===== src/rtl/la_capture_ctrl.sv =====
// la_capture_ctrl: logic-analyser capture controller.
// Arms on a command, records pre-trigger history into a circular sample
// buffer, waits for a masked pattern match, fills the remaining buffer with
// post-trigger samples, then streams the whole buffer (oldest first) to a
// ready/valid consumer.
// Ports:
//   i_clk, i_rst                    clock, async active-high reset
//   i_sample_stb, i_sample_data     incoming samples
//   i_capture_cmd, i_abort          arm pulse, abort request
//   i_pretrig, i_trig_mask/value    capture setup, latched on arm
//   o_write_*                       buffer write port
//   o_read_*, i_read_data           buffer read port (1-cycle read latency)
//   o_tx_data, o_tx_en, i_tx_ready  readout stream
//   o_busy, o_done, o_trig_address  status
module la_capture_ctrl #(
    parameter int unsigned DATA_W = 12,
    parameter int unsigned ADDR_W = 9
) (
    input  logic              i_clk,
    input  logic              i_rst,
    input  logic              i_sample_stb,
    input  logic [DATA_W-1:0] i_sample_data,
    input  logic              i_capture_cmd,
    input  logic              i_abort,
    input  logic [ADDR_W-1:0] i_pretrig,
    input  logic [DATA_W-1:0] i_trig_mask,
    input  logic [DATA_W-1:0] i_trig_value,
    output logic [DATA_W-1:0] o_write_data,
    output logic [ADDR_W-1:0] o_write_address,
    output logic              o_write_en,
    output logic [ADDR_W-1:0] o_read_address,
    output logic              o_read_en,
    input  logic [DATA_W-1:0] i_read_data,
    output logic [DATA_W-1:0] o_tx_data,
    output logic              o_tx_en,
    input  logic              i_tx_ready,
    output logic              o_busy,
    output logic              o_done,
    output logic [ADDR_W-1:0] o_trig_address
);

    localparam logic [ADDR_W-1:0] ONE  = ADDR_W'(1);
    localparam logic [ADDR_W-1:0] LAST = {ADDR_W{1'b1}};  // DEPTH-1

    typedef enum logic [2:0] {
        S_IDLE, S_PRETRIG, S_ARMED, S_POST, S_TRANSFER, S_DONE
    } state_t;

    state_t state, state_n;

    logic [ADDR_W-1:0] wr_ptr, wr_ptr_n, rd_ptr, rd_ptr_n, cnt, cnt_n;
    logic [ADDR_W-1:0] pretrig_q, pretrig_n, trig_addr_n;
    logic [DATA_W-1:0] mask_q, mask_n, value_q, value_n;
    logic [DATA_W-1:0] wr_data_n, tx_data_n;
    logic [ADDR_W-1:0] wr_addr_n, rd_addr_n;
    logic              wr_en_n, rd_en_n, rd_wait, rd_wait_n, tx_en_n;
    logic              busy_n, done_n;
    logic [ADDR_W-1:0] post_last;
    logic              match;

    // Post-trigger sample count is DEPTH-1-pretrig, i.e. ~pretrig.
    assign post_last = ADDR_W'(~pretrig_q - ONE);
    assign match     = ((i_sample_data & mask_q) == (value_q & mask_q));

    // State register
    always_ff @(posedge i_clk or posedge i_rst) begin
        if (i_rst) state <= S_IDLE;
        else       state <= state_n;
    end

    // Next-state and next-output logic
    always_comb begin
        state_n     = state;
        wr_ptr_n    = wr_ptr;
        rd_ptr_n    = rd_ptr;
        cnt_n       = cnt;
        pretrig_n   = pretrig_q;
        mask_n      = mask_q;
        value_n     = value_q;
        trig_addr_n = o_trig_address;
        wr_en_n     = 1'b0;
        wr_data_n   = o_write_data;
        wr_addr_n   = o_write_address;
        rd_en_n     = 1'b0;
        rd_addr_n   = o_read_address;
        rd_wait_n   = 1'b0;
        tx_en_n     = o_tx_en;
        tx_data_n   = o_tx_data;

        case (state)
            S_IDLE: begin
                tx_en_n = 1'b0;
                if (i_capture_cmd) begin
                    pretrig_n = i_pretrig;
                    mask_n    = i_trig_mask;
                    value_n   = i_trig_value;
                    wr_ptr_n  = '0;
                    cnt_n     = '0;
                    state_n   = (i_pretrig == '0) ? S_ARMED : S_PRETRIG;
                end
            end
            S_PRETRIG, S_ARMED, S_POST: begin
                if (i_sample_stb) begin
                    wr_en_n   = 1'b1;
                    wr_data_n = i_sample_data;
                    wr_addr_n = wr_ptr;
                    wr_ptr_n  = wr_ptr + ONE;
                    cnt_n     = cnt + ONE;
                    case (state)
                        S_PRETRIG: begin
                            if (cnt == ADDR_W'(pretrig_q - ONE)) begin
                                cnt_n   = '0;
                                state_n = S_ARMED;
                            end
                        end
                        S_ARMED: begin
                            cnt_n = '0;
                            if (match) begin
                                trig_addr_n = wr_ptr;
                                rd_ptr_n    = ADDR_W'(wr_ptr - pretrig_q);
                                state_n     = (pretrig_q == LAST) ? S_TRANSFER : S_POST;
                            end
                        end
                        default: begin
                            if (cnt == post_last) begin
                                cnt_n   = '0;
                                state_n = S_TRANSFER;
                            end
                        end
                    endcase
                end
            end
            S_TRANSFER: begin
                // Per word: read pulse, wait one cycle for data, present until accepted.
                rd_wait_n = o_read_en;
                if (rd_wait) begin
                    tx_data_n = i_read_data;
                    tx_en_n   = 1'b1;
                end else if (o_tx_en) begin
                    if (i_tx_ready) begin
                        tx_en_n  = 1'b0;
                        rd_ptr_n = rd_ptr + ONE;
                        cnt_n    = cnt + ONE;
                        if (cnt == LAST) state_n = S_DONE;
                    end
                end else if (!o_read_en) begin
                    rd_en_n   = 1'b1;
                    rd_addr_n = rd_ptr;
                end
            end
            S_DONE:  state_n = S_IDLE;
            default: state_n = S_IDLE;
        endcase

        // Abort overrides everything outside IDLE.
        if (i_abort && (state != S_IDLE)) begin
            state_n   = S_IDLE;
            wr_en_n   = 1'b0;
            rd_en_n   = 1'b0;
            rd_wait_n = 1'b0;
            tx_en_n   = 1'b0;
        end

        busy_n = (state_n != S_IDLE);
        done_n = (state_n == S_DONE);
    end

    // Datapath and output registers
    always_ff @(posedge i_clk or posedge i_rst) begin
        if (i_rst) begin
            wr_ptr          <= '0;
            rd_ptr          <= '0;
            cnt             <= '0;
            pretrig_q       <= '0;
            mask_q          <= '0;
            value_q         <= '0;
            rd_wait         <= 1'b0;
            o_trig_address  <= '0;
            o_write_en      <= 1'b0;
            o_write_data    <= '0;
            o_write_address <= '0;
            o_read_en       <= 1'b0;
            o_read_address  <= '0;
            o_tx_en         <= 1'b0;
            o_tx_data       <= '0;
            o_busy          <= 1'b0;
            o_done          <= 1'b0;
        end else begin
            wr_ptr          <= wr_ptr_n;
            rd_ptr          <= rd_ptr_n;
            cnt             <= cnt_n;
            pretrig_q       <= pretrig_n;
            mask_q          <= mask_n;
            value_q         <= value_n;
            rd_wait         <= rd_wait_n;
            o_trig_address  <= trig_addr_n;
            o_write_en      <= wr_en_n;
            o_write_data    <= wr_data_n;
            o_write_address <= wr_addr_n;
            o_read_en       <= rd_en_n;
            o_read_address  <= rd_addr_n;
            o_tx_en         <= tx_en_n;
            o_tx_data       <= tx_data_n;
            o_busy          <= busy_n;
            o_done          <= done_n;
        end
    end

endmodule


===== config.mk =====
export PLATFORM = sky130hd
export DESIGN_NAME = la_capture_ctrl
export DESIGN_NICKNAME = d
export VERILOG_FILES = /design/src/rtl/la_capture_ctrl.sv
export SDC_FILE = /design/constraint.sdc
export NUM_CORES = 1
export LEC_CHECK = 0
export ABC_AREA = 1
export BUFFER_PORTS_ARGS = -buffer_cell sky130_fd_sc_hd__buf_2
export CAP_MARGIN = 5
export CORE_ASPECT_RATIO = 1.5
export CORE_MARGIN = 1
export CORE_UTILIZATION = 55
export CTS_BUF_LIST = sky130_fd_sc_hd__clkbuf_4 sky130_fd_sc_hd__clkbuf_8
export DETAILED_ROUTE_END_ITERATION = 16
export GPL_ROUTABILITY_DRIVEN = 0
export PLACE_DENSITY = 0.81
export SYNTH_ARGS = -nofsm -noshare
export SYNTH_HDL_FRONTEND = slang
export SYNTH_SLANG_ARGS = --single-unit

===== constraint.sdc =====
create_clock -name i_clk -period 4.6 [get_ports i_clk]
set_input_delay 0.23 -clock i_clk [delete_from_list [all_inputs] [get_ports i_clk]]
set_output_delay 0.23 -clock i_clk [all_outputs]
set_load 0.05 [all_outputs]

### Yosys cells after proc, flatten, opt, wreduce, memory -nomap -nowiden

Cells that the tools add are included.

| operators by class | value |
|---|---|
| equal/unequal tests | 17 |
| reduce and logical (&&, ||, !) cells | 18 |
| $add $sub $neg | 6 |
| bitwise gates (word level) | 6 |
| multiplexer cells | 47 |

Operators with widths:

| cell | number |
|---|---|
| two-way mux 9 bit | 14 |
| case mux 9 bit (2 select lines) | 3 |
| two-way mux 3 bit | 11 |
| adder 9 x 1 -> 9 bit (second input constant) | 3 |
| case mux 9 bit (3 select lines) | 1 |
| AND 12 bit | 2 |
| == test 9 bit | 2 |
| == test 9 bit (second input constant) | 2 |
| subtractor 9 x 1 -> 9 bit (second input constant) | 2 |
| two-way mux 1 bit | 14 |
| inequality test 2 bit (second input constant) | 7 |
| == test 12 bit | 1 |
| nonzero test 3 bit | 4 |
| logical NOT 9 bit | 1 |
| inverter 9 bit | 1 |
| case mux 3 bit (3 select lines) | 1 |
| subtractor 9 bit | 1 |
| AND reduction 4 bit | 2 |
| AND reduction 7 bit | 1 |
| == test 3 x 2 -> 1 bit (second input constant) | 2 |
| == test 3 bit (second input constant) | 2 |
| case mux 3 bit (2 select lines) | 1 |
| AND reduction 2 bit | 3 |
| AND reduction 6 bit | 1 |
| 9 further kinds | 12 |

| storage, ports and cells | value |
|---|---|
| logic and storage cells | 112 |
| flip-flop bits (word level) | 120 |
| output and inout bits | 56 |

### Logic depth before layout (Yosys ltp)

Gate-level depths: netlist of run 1.

| depth | value |
|---|---|
| depth in word-level cells | 9 |
| gate-level depth with buffers | 17 |
| mapped depth without buffers | 17 |

### Worst setup path after synthesis of run 1

OpenSTA, ideal clock, no wires.

| path | value |
|---|---|
| kind | reg-to-reg |
| start | reg pretrig_q[0] |
| end | reg rd_ptr[6] |
| cell stages (with the launch flop) | 10 |
| arrival time | 1.830 ns |
| setup slack | 2.688 ns |
| path buffers | 0 |
| setup time | 0.082 ns |
| data required time | 4.518 ns |
| cells stage by stage | dfrtp_1 -> ha_1 -> fa_1 -> o21ai_0 -> nand2_1 -> a21oi_1 -> nor2_1 -> nand2_1 -> nand3_1 -> a22oi_2 |

| on the way | value |
|---|---|
| word-level cells in the longest chain between the ends | 5 |

Ends and longest elaborated chain:

| what | RTL line | source |
|---|---|---|
| start: declaration | 52 | `logic [ADDR_W-1:0] pretrig_q, pretrig_n, trig_addr_n;` |
| start signal: assignment | 192 | `pretrig_q <= pretrig_n;` |
| subtractor 9 bit | 120 | `rd_ptr_n = ADDR_W'(wr_ptr - pretrig_q);` |
| two-way mux 9 bit | 118 | `if (match) begin` |
| two-way mux 9 bit | 109 | `case (state)` |
| two-way mux 9 bit | 103 | `if (i_sample_stb) begin` |
| case mux 9 bit (2 select lines) | 90 | `case (state)` |
| end signal: assignment | 190 | `rd_ptr <= rd_ptr_n;` |
| end: declaration | 51 | `logic [ADDR_W-1:0] wr_ptr, wr_ptr_n, rd_ptr, rd_ptr_n, cnt, cnt_n;` |

Every way passes these cells. The select of a mux whose other input is x is not followed.
A chain may end at the register's enable or synchronous reset.

### Worst setup path after layout of run 1

| path | value |
|---|---|
| start | reg state[1] |
| end | reg wr_ptr[8] |

| on the way | value |
|---|---|
| word-level cells in the longest chain between the ends | 4 |
| elaborated cells between the ends (all ways) | 10 |
| those cells by class | 5 x eq/ne; 1 x mux; 4 x reduce/logical |

Ends and longest elaborated chain:

| what | RTL line | source |
|---|---|---|
| start: declaration | 49 | `state_t state, state_n;` |
| start signal: assignment | 68 | `else state <= state_n;` |
| == test 3 x 2 -> 1 bit or == test 3 x 1 -> 1 bit (tied branches) | 90 |  |
| OR reduction 3 bit | 90 |  |
| inequality test 2 bit (no line) or nonzero test 2 bit (tied branches) | n/a |  |
| AND reduction 3 bit (no line) | n/a |  |
| end signal: assignment | 189 | `wr_ptr <= wr_ptr_n;` |
| end: declaration | 51 |  |

Several ways; a longest one is shown, not always the timed one.

==> run_results.csv, run 1 <==
group,metric,value,unit
run_status,status,"finished, final reports clean",
routing,final_antenna_net_count,0,
floorplan,dieArea,12100,um^2
hold_path,min_path_type,"in -> reg",
synth,async_flop_share,1.00,
hold_path,hold_path.startpoint,"i_pretrig[6]",
routing,met3_length,950,um
sta,hold_violations,0,
synth,syn_area_per_cell,7.50,um^2
worst_setup_path,crit_path_start_kind,"flip-flop",
clocking,cts.clk_slew.worst_paths,0.08,ns
floorplan,io_pins,119,
sta,slew_headroom,0.236,
clocking,hold_buffers,41,
synth,synth_top_area_cell,"dfrtp_1",
worst_setup_path,arrival,3.06,ns
global_routing,grt_overflow,0,
global_routing,grt_pass1_wl,28200,um
sta,fin_ws,1.90,ns
global_routing,antenna_found_initial,0,
sta,hold_ws,0.0143,ns
pwr,p_int,2.50,mW
floorplan,fp.dieH,134,um
clocking,tritoncts,"done",
worst_setup_path,cpMaxStageDelayCell,"nand2_1",
sta,fin_tns_setup,0,ns
worst_setup_path,critPathKind,"reg -> reg",
placement,place_hpwl,11800,um
global_routing,grt_max_degree,72,
finish,stdcell_count,1181,
hold_path,min_to,"pretrig_q[6]",
clocking,cts_buffers,17,
finish,nets,1097,
finish,final_area,7900,um^2
synth,syn-num-nets,935,
sta,rsz0062_at_grt,"no",
routing,dr.first_iter.drc_count,466,
pwr,p_sw,2.42,mW
routing,top_layer_used,"met4",
clocking,clock-root-buffer,"clkbuf_8",
clocking,cts_sinks,120,
run,cap_violations,0,
floorplan,initial_utilization,0.560,
worst_setup_path,path_cells,"nor2_4 -> nor2_4 -> nand2_1 -> inv_2 -> nor2_1 -> clkinv_2 -> nand3_1 -> inv_1 -> nand3_1 -> o21ai_1 -> nand2_1 -> a31oi_1",
routing,drt_pass1_iterations,6,
pwr,power_frac_seq,0.335,
clocking,cts_max_path_buffers,2,
sta,setup_viol,0,
sta,drv_slew,0,
hold_path,hold_depth,3,
synth,syn_inst,857,
routing,num_vias,6250,
worst_setup_path,crit_family,"simple AND/OR/NAND/NOR gates",
finish,area_growth,22.9,%
routing,via_per_inst,5.29,
synth,yosysTopAreaCellShare,0.467,
finish,final_cell_mix,"304 x nand2_1, 120 x dfrtp_1, 118 x buf_2",
worst_setup_path,cp_max_fo,39,
clocking,post_cts.repair.setup_buffers,0,
global_routing,grt_pass1_vias,6198,
clocking,clk_latency,0.45,ns
worst_setup_path,required,4.97,ns
pwr,p_per_area,623,nW/um^2
placement,portBuffers,118,
routing,wl_met2,9030,um
clocking,h-tree-depth,4,
worst_setup_path,worst-r2r-cell-count,12,
pwr,swShare,0.491,
synth,synth_edf_count,0,
sta,max_freq,371,MHz
placement,dp.cells,1109,
floorplan,core,11500,um^2
routing,drc,0,
pwr,p_leak,4.16,nW
worst_setup_path,reg2reg_to,"wr_ptr[8]",
pwr,share_comb_of_total_power,0.491,
synth,ys.flop_type,"dfrtp_1",
routing,met1Wirelength,6340,um
worst_setup_path,cpPeakStageDelay,0.68,ns
placement,dp_slack,1.96,ns
worst_setup_path,end_kind,"flip-flop",
synth,synthDistinctLibCells,42,
finish,diodes,0,
floorplan,rows,48,
routing,drt_wl_total,17000,um
synth,ys_ff_latch,120,
worst_setup_path,critPathBufInv,3,
synth,syn-cell-area,6430,um^2
pwr,clockPowerShare,0.175,
sta,fin_crit,2.70,ns
worst_setup_path,regToRegStartpoint,"state[1]",
placement,dpl_cell_area,7130,um^2
clocking,cts-resized-gates,0,
pwr,peakVddDrop,0.405,mV
sta,skew,0.0105,ns
synth,ys_seq_area_frac,0.467,
global_routing,grt_util_all_layers,0.294,
sta,tightest_slew,1.14,ns
synth,yosysWarnings,0,
synth,synth_area_leaders,"dfrtp_1 47%, nand2_1 18%, inv_1 5.9%, o21ai_0 5.3%, nand3_1 4.7%",
routing,routedWlPerCell,14.4,um
worst_setup_path,r2r_slack,1.90,ns
finish,layout_commonest_cell,"nand2_1",
sta,fin_crit_sh,0.587,
finish,drive_gt1_frac,0.183,
floorplan,die_w,90.3,um
==> metal layers <==
metal  track usage  vias to the layer above
met3        0.0737                       67
met2         0.526                      239
met1         0.316                     2892
met5             0                        -
met4         0.159                        0
li1              -                     3052
==> sequential cells by signal, indices dropped and copies added (netlist names), 12 cells and up <==
register and count:
value_q 12, o_write_data 12, mask_q 12, o_tx_data 12
==> kinds of logic after synthesis <==
family / after synthesis / synth area share
and+or+nand+nor: 467 / 0.308
buffers and inverters: 128 / 0.0790
DFF: 120 / 0.467
AOI/OAI and AO/OA: 118 / 0.102
adders and majority gates: 15 / 0.0304
xor gates and xnor gates: 6 / 0.00818
muxes: 3 / 0.00506
==> synthesized netlist by cell type, drive strengths merged (2+ instances only) <==
cell and number:
mux2 2, xor2 3, o21ai 73, clkbuf 15
buf 4, a21oi 27, or2 5, nand2 309
nor2 69, dfrtp 120, nand3 64, nand3b 2
xnor2 3, a22oi 4, a211oi 5, nand4 5
ha 14, nor3 13, inv 108, a31oi 4
==> area by class of cell <==
class                      count  area, um^2
fill                         943        3570
clock inverter                12        95.1
tap                          150         188
timing repair buffer         162        1020
clock buffer                  19         262
inverter                     109         413
sequential                   120        3000
multi-input combinational    609        2920
==> worst max-delay path by stage <==
stage / start / to / slack (ns) / cells after the start
floorplan: i_rst / cnt[0] / 1.18 / 1
global placement: state[1] / wr_ptr[8] / 2.05 / 12
detailed placement: state[1] / wr_ptr[8] / 1.96 / 12
CTS: state[1] / wr_ptr[8] / 1.93 / 12
global route: state[1] / wr_ptr[8] / 1.55 / 12
finish: state[1] / wr_ptr[8] / 1.90 / 12
==> worst reg2reg max path: stages (launching register included) <==
cell and delay (ns):
dfrtp_1 0.45, nor2_4 0.08, nor2_4 0.15, nand2_1 0.68, inv_2 0.45, nor2_1 0.09
clkinv_2 0.13, nand3_1 0.09, inv_1 0.08, nand3_1 0.08, o21ai_1 0.13, nand2_1 0.06
a31oi_1 0.15
==> power groups by stage <==
stage	combinational (mW)	sequential, mW	clock [mW]
finish	2.41	1.65	0.860
global route	2.68	1.69	0.916
CTS	2.39	1.64	0.870
detailed placement	2.35	1.65	0
global placement	2.30	1.65	0
floorplan	1.44	2.00	0
==> stage by stage <==
| step | power (mW) | util |
|---|---|---|
| floorplan | 3.45 | - |
| global placement | 3.95 | 0.622 |
| detailed placement | 4.00 | 0.622 |
| CTS | 4.90 | 0.689 |
| global route | 5.29 | 0.689 |
| finish | 4.92 | 0.689 |
No activity file was read; power rests on OpenSTA's default activity.
==> run 2, diff against run 1 <==
==> constraint.sdc (replaced) <==
create_clock -name i_clk -period 2.61 [get_ports i_clk]
set_input_delay 0.1305 -clock i_clk [delete_from_list [all_inputs] [get_ports i_clk]]
set_output_delay 0.1305 -clock i_clk [all_outputs]
set_load 0.05 [all_outputs]
==> run_results.csv, run 2 (synthesized netlist as in run 1, its figures left out) <==
group,metric,value,unit
clocking,cts-resized-gates,0,
pwr,swShare,0.474,
hold_path,hold_depth,3,
pwr,clockPowerShare,0.195,
floorplan,dieArea,12100,um^2
sta,max_freq,436,MHz
sta,fin_crit_sh,0.879,
worst_setup_path,end_kind,"flip-flop",
finish,final_cell_mix,"304 x nand2_1, 120 x dfrtp_1, 118 x buf_2",
sta,skew,0.0117,ns
floorplan,die_w,90.3,um
finish,area_growth,27.0,%
clocking,post_cts.repair.setup_buffers,0,
worst_setup_path,cp-startpoint,"wr_ptr[0]",
worst_setup_path,critPathKind,"reg -> reg",
clocking,hold_buffers,58,
placement,portBuffers,118,
global_routing,grt_max_degree,121,
sta,rsz0062_at_grt,"no",
worst_setup_path,required,2.97,ns
routing,via_per_inst,5.32,
pwr,p_sw,4.28,mW
global_routing,grt_pass1_wl,29400,um
routing,drc,0,
placement,dp_slack,0.369,ns
routing,num_vias,6393,
sta,slew_headroom,0.569,
floorplan,initial_utilization,0.560,
pwr,power_frac_seq,0.323,
sta,drv_slew,0,
finish,drive_gt1_frac,0.183,
sta,fin_crit,2.29,ns
pwr,p_leak,4.29,nW
finish,diodes,0,
worst_setup_path,cp_max_fo,4,
routing,routedWlPerCell,14.7,um
floorplan,core,11500,um^2
floorplan,io_pins,119,
run_status,status,"finished, final reports clean",
sta,setup_viol,0,
pwr,p_per_area,1100,nW/um^2
worst_setup_path,crit_path_start_kind,"flip-flop",
clocking,h-tree-depth,4,
clocking,cts.clk_slew.worst_paths,0.08,ns
worst_setup_path,regToRegStartpoint,"wr_ptr[0]",
clocking,clk_latency,0.44,ns
hold_path,hold_path.startpoint,"i_pretrig[1]",
worst_setup_path,worst-r2r-cell-count,10,
pwr,p_int,4.74,mW
sta,hold_violations,0,
routing,final_antenna_net_count,0,
global_routing,grt_overflow,0,
run,cap_violations,0,
sta,fin_tns_setup,0,ns
worst_setup_path,arrival,2.65,ns
hold_path,min_path_type,"in -> reg",
routing,dr.first_iter.drc_count,413,
routing,drt_wl_total,17700,um
sta,fin_ws,0.317,ns
pwr,share_comb_of_total_power,0.482,
placement,dpl_cell_area,7170,um^2
global_routing,antenna_found_initial,0,
sta,hold_ws,0.0658,ns
sta,tightest_slew,0.647,ns
clocking,cts_max_path_buffers,2,
routing,drt_pass1_iterations,6,
global_routing,grt_pass1_vias,6405,
clocking,tritoncts,"done",
clocking,clock-root-buffer,"clkbuf_8",
global_routing,grt_util_all_layers,0.311,
finish,layout_commonest_cell,"nand2_1",
finish,nets,1117,
clocking,cts_buffers,17,
floorplan,fp.dieH,134,um
finish,final_area,8160,um^2
clocking,cts_sinks,120,
placement,place_hpwl,12000,um
floorplan,rows,48,
pwr,peakVddDrop,0.655,mV
## run 2: power by group through the flow
stage	registers, mW	logic, mW	clock network [mW]
after floorplan	3.53	2.54	0
after global placement	2.90	4.12	0
after detailed placement	2.91	4.20	0
after CTS	2.88	4.30	1.78
after global routing	2.97	4.85	1.87
final	2.91	4.35	1.76
## run 2: area by class of cell
| class | instances | area (um^2) |
|---|---|---|
| Clock buffer | 20 | 263 |
| Clock inverter | 12 | 151 |
| Fill cell | 864 | 3310 |
| Inverter | 109 | 414 |
| Multi-Input combinational cell | 609 | 2920 |
| Sequential cell | 120 | 3000 |
| Tap cell | 150 | 188 |
| Timing Repair Buffer | 182 | 1230 |
## run 2: critical path, cell delays in order, from the launching register on
cell and delay, ns:
dfrtp_1 0.38, inv_1 0.12, ha_1 0.26, fa_1 0.42, o21ai_0 0.38, nand2_1 0.13, a21oi_1 0.20, nor2_1 0.06
nand2_1 0.06, nand3_1 0.08, a22oi_2 0.15
## run 2: final timing paths
path / end / slack (ns)
worst max-delay path: rd_ptr[6] / 0.32
worst min-delay path: pretrig_q[1] / 0.07
worst max register to register: rd_ptr[6] / 0.32
worst min register to register: mask_q[3] / 0.47
max in group asynchronous: pretrig_q[2] / 1.69
min in group asynchronous: rd_ptr[0] / 0.41
## run 2: layer usage
metal / share of wire / track usage
met5: 0 / 0
met4: 0.054 / 0.193
met1: 0.37 / 0.329
met2: 0.53 / 0.557
met3: 0.050 / 0.0709
## run 2: per-stage QoR
step / total power [mW] / utilization / cells
final: 9.02 / 0.712 / 1202
after floorplan: 6.07 / - / 857
after global routing: 9.69 / 0.712 / 1202
after detailed placement: 7.11 / 0.625 / 1112
after global placement: 7.02 / 0.625 / 1112
after CTS: 8.97 / 0.712 / 1202
==> run 3, diff against run 2 <==
==> constraint.sdc (replaced) <==
create_clock -name i_clk -period 2.25 [get_ports i_clk]
set_input_delay 0.1125 -clock i_clk [delete_from_list [all_inputs] [get_ports i_clk]]
set_output_delay 0.1125 -clock i_clk [all_outputs]
set_load 0.05 [all_outputs]
==> run_results.csv, run 3 (synthesized netlist as in run 1, its figures left out) <==
group,metric,value,unit
clocking,cts_sinks,120,
hold_path,min_path_type,"in -> reg",
global_routing,grt_util_all_layers,0.324,
routing,drt_pass1_iterations,10,
floorplan,die_w,90.3,um
worst_setup_path,path_cells,"inv_2 -> ha_2 -> inv_1 -> nand2_1 -> nand2_1 -> nor2_1 -> nand2_1 -> nor2_1 -> nand2_1 -> nor2_1 -> nand2_1 -> nand2_1 -> nand2_1 -> nand2_2 -> nand3_4 -> nand3_1 -> inv_1",
clocking,h-tree-depth,4,
sta,fin_crit_sh,0.948,
floorplan,initial_utilization,0.560,
clocking,cts.clk_slew.worst_paths,0.07,ns
routing,routedWlPerCell,15.7,um
floorplan,rows,48,
finish,drive_gt1_frac,0.199,
routing,via_per_inst,5.37,
floorplan,core,11500,um^2
pwr,p_per_area,1320,nW/um^2
worst_setup_path,cp_max_fo,6,
placement,place_hpwl,12700,um
sta,fin_crit,2.13,ns
placement,portBuffers,118,
worst_setup_path,critPathBufInv,3,
sta,drv_slew,0,
routing,num_vias,6496,
clocking,cts_buffers,17,
worst_setup_path,arrival,2.48,ns
finish,nets,1125,
global_routing,grt_pass1_wl,30500,um
worst_setup_path,worst-r2r-cell-count,17,
clocking,clock-root-buffer,"clkbuf_8",
global_routing,grt_overflow,0,
finish,layout_commonest_cell,"nand2_1",
sta,fin_tns_setup,0,ns
worst_setup_path,crit_path_start_kind,"flip-flop",
floorplan,fp.dieH,134,um
finish,diodes,0,
routing,final_antenna_net_count,0,
sta,tightest_slew,0.816,ns
global_routing,grt_max_degree,40,
sta,setup_viol,0,
worst_setup_path,required,2.59,ns
sta,skew,0.0101,ns
hold_path,hold_depth,3,
worst_setup_path,end_kind,"flip-flop",
sta,slew_headroom,0.455,
worst_setup_path,crit_family,"simple AND/OR/NAND/NOR gates",
worst_setup_path,crit_path_frequent_cell,"nand2_1",
run_status,status,"finished, final reports clean",
worst_setup_path,cpMaxStageDelayCell,"dfrtp_2",
clocking,tritoncts,"done",
run,cap_violations,0,
pwr,peakVddDrop,0.845,mV
clocking,clk_latency,0.46,ns
finish,final_cell_mix,"303 x nand2_1, 118 x buf_2, 117 x dfrtp_1",
clocking,cts_max_path_buffers,2,
floorplan,io_pins,119,
sta,hold_violations,0,
routing,dr.first_iter.drc_count,517,
finish,area_growth,29.5,%
routing,drc,0,
worst_setup_path,critPathKind,"reg -> reg",
pwr,p_leak,4.35,nW
worst_setup_path,worst-path-stages,17,
worst_setup_path,cpPeakStageDelay,0.43,ns
floorplan,dieArea,12100,um^2
sta,max_freq,469,MHz
finish,fillCellCount,822,
routing,drt_wl_total,19000,um
sta,hold_ws,0.0158,ns
global_routing,antenna_found_initial,0,
global_routing,grt_pass1_vias,6594,
==> run 3: where the power goes <==
| part | switching [mW] | internal [mW] |
|---|---|---|
| combinational | 3.62 | 1.58 |
| sequential | 0.565 | 2.83 |
| clock | 0.920 | 1.44 |
| total | 5.10 | 5.85 |
==> run 3: routing by layer <==
metal / global-route usage / share of wire / vias to the layer above / wire [um]
li1: - / - / 3106 / -
met1: 0.320 / 0.35 / 3035 / 6720
met2: 0.599 / 0.53 / 267 / 10100
met3: 0.0714 / 0.051 / 88 / 965
met4: 0.223 / 0.063 / 0 / 1190
met5: 0 / 0 / - / 0
==> run 3: worst paths after layout <==
kind | startpoint | to | slack, ns
min in group asynchronous | i_rst | o_trig_address[2] | 0.35
worst max-delay path | pretrig_q[1] | cnt[4] | 0.12
max in group asynchronous | i_rst | o_trig_address[7] | 1.17
worst min-delay path | i_pretrig[1] | pretrig_q[1] | 0.02
worst max register to register | pretrig_q[1] | cnt[4] | 0.12
worst min register to register | o_tx_data[5] | o_tx_data[5] | 0.48
==> run 3: stage by stage <==
stage / cell area (um^2) / utilization / setup WS (ns) / std cells / total power, mW
2_1_floorplan: 6430 / - / 0.338 / 857 / 7.04
3_3_place_gp: 7240 / 0.631 / 0.0719 / 1120 / 8.18
3_5_place_dp: 7240 / 0.631 / 0.0512 / 1120 / 8.29
4_1_cts: 8300 / 0.724 / 0.0382 / 1210 / 10.7
5_1_grt: 8320 / 0.726 / -0.00440 / 1210 / 11.6
6_report: 8320 / 0.726 / 0.117 / 1210 / 11.0
==> run 3: final cells by class <==
cell class	instances	area, um^2	share of cell area
timing repair buffer	190	1300	0.156
clock inverter	10	190	0.0229
multi-input combinational	609	2930	0.352
tap	150	188	0.0225
sequential	120	3010	0.361
clock buffer	22	290	0.0349
inverter	109	417	0.0501
==> run 3: what timing repair did <==
action                                 4_1_cts  5_1_grt
resized for setup                            0       13
setup buffers                                0        0
endpoints found under the hold margin       89        0
hold buffers                                58        0
setup endpoints to repair                    0       16
==> run 3: worst reg2reg max path, delay by kind of cell, from the launching register on <==
family	cells	cell delay (ns)
adders and majority gates	1	0.32
buffers and inverters	3	0.16
DFF	1	0.43
and+or+nand+nor	13	1.11
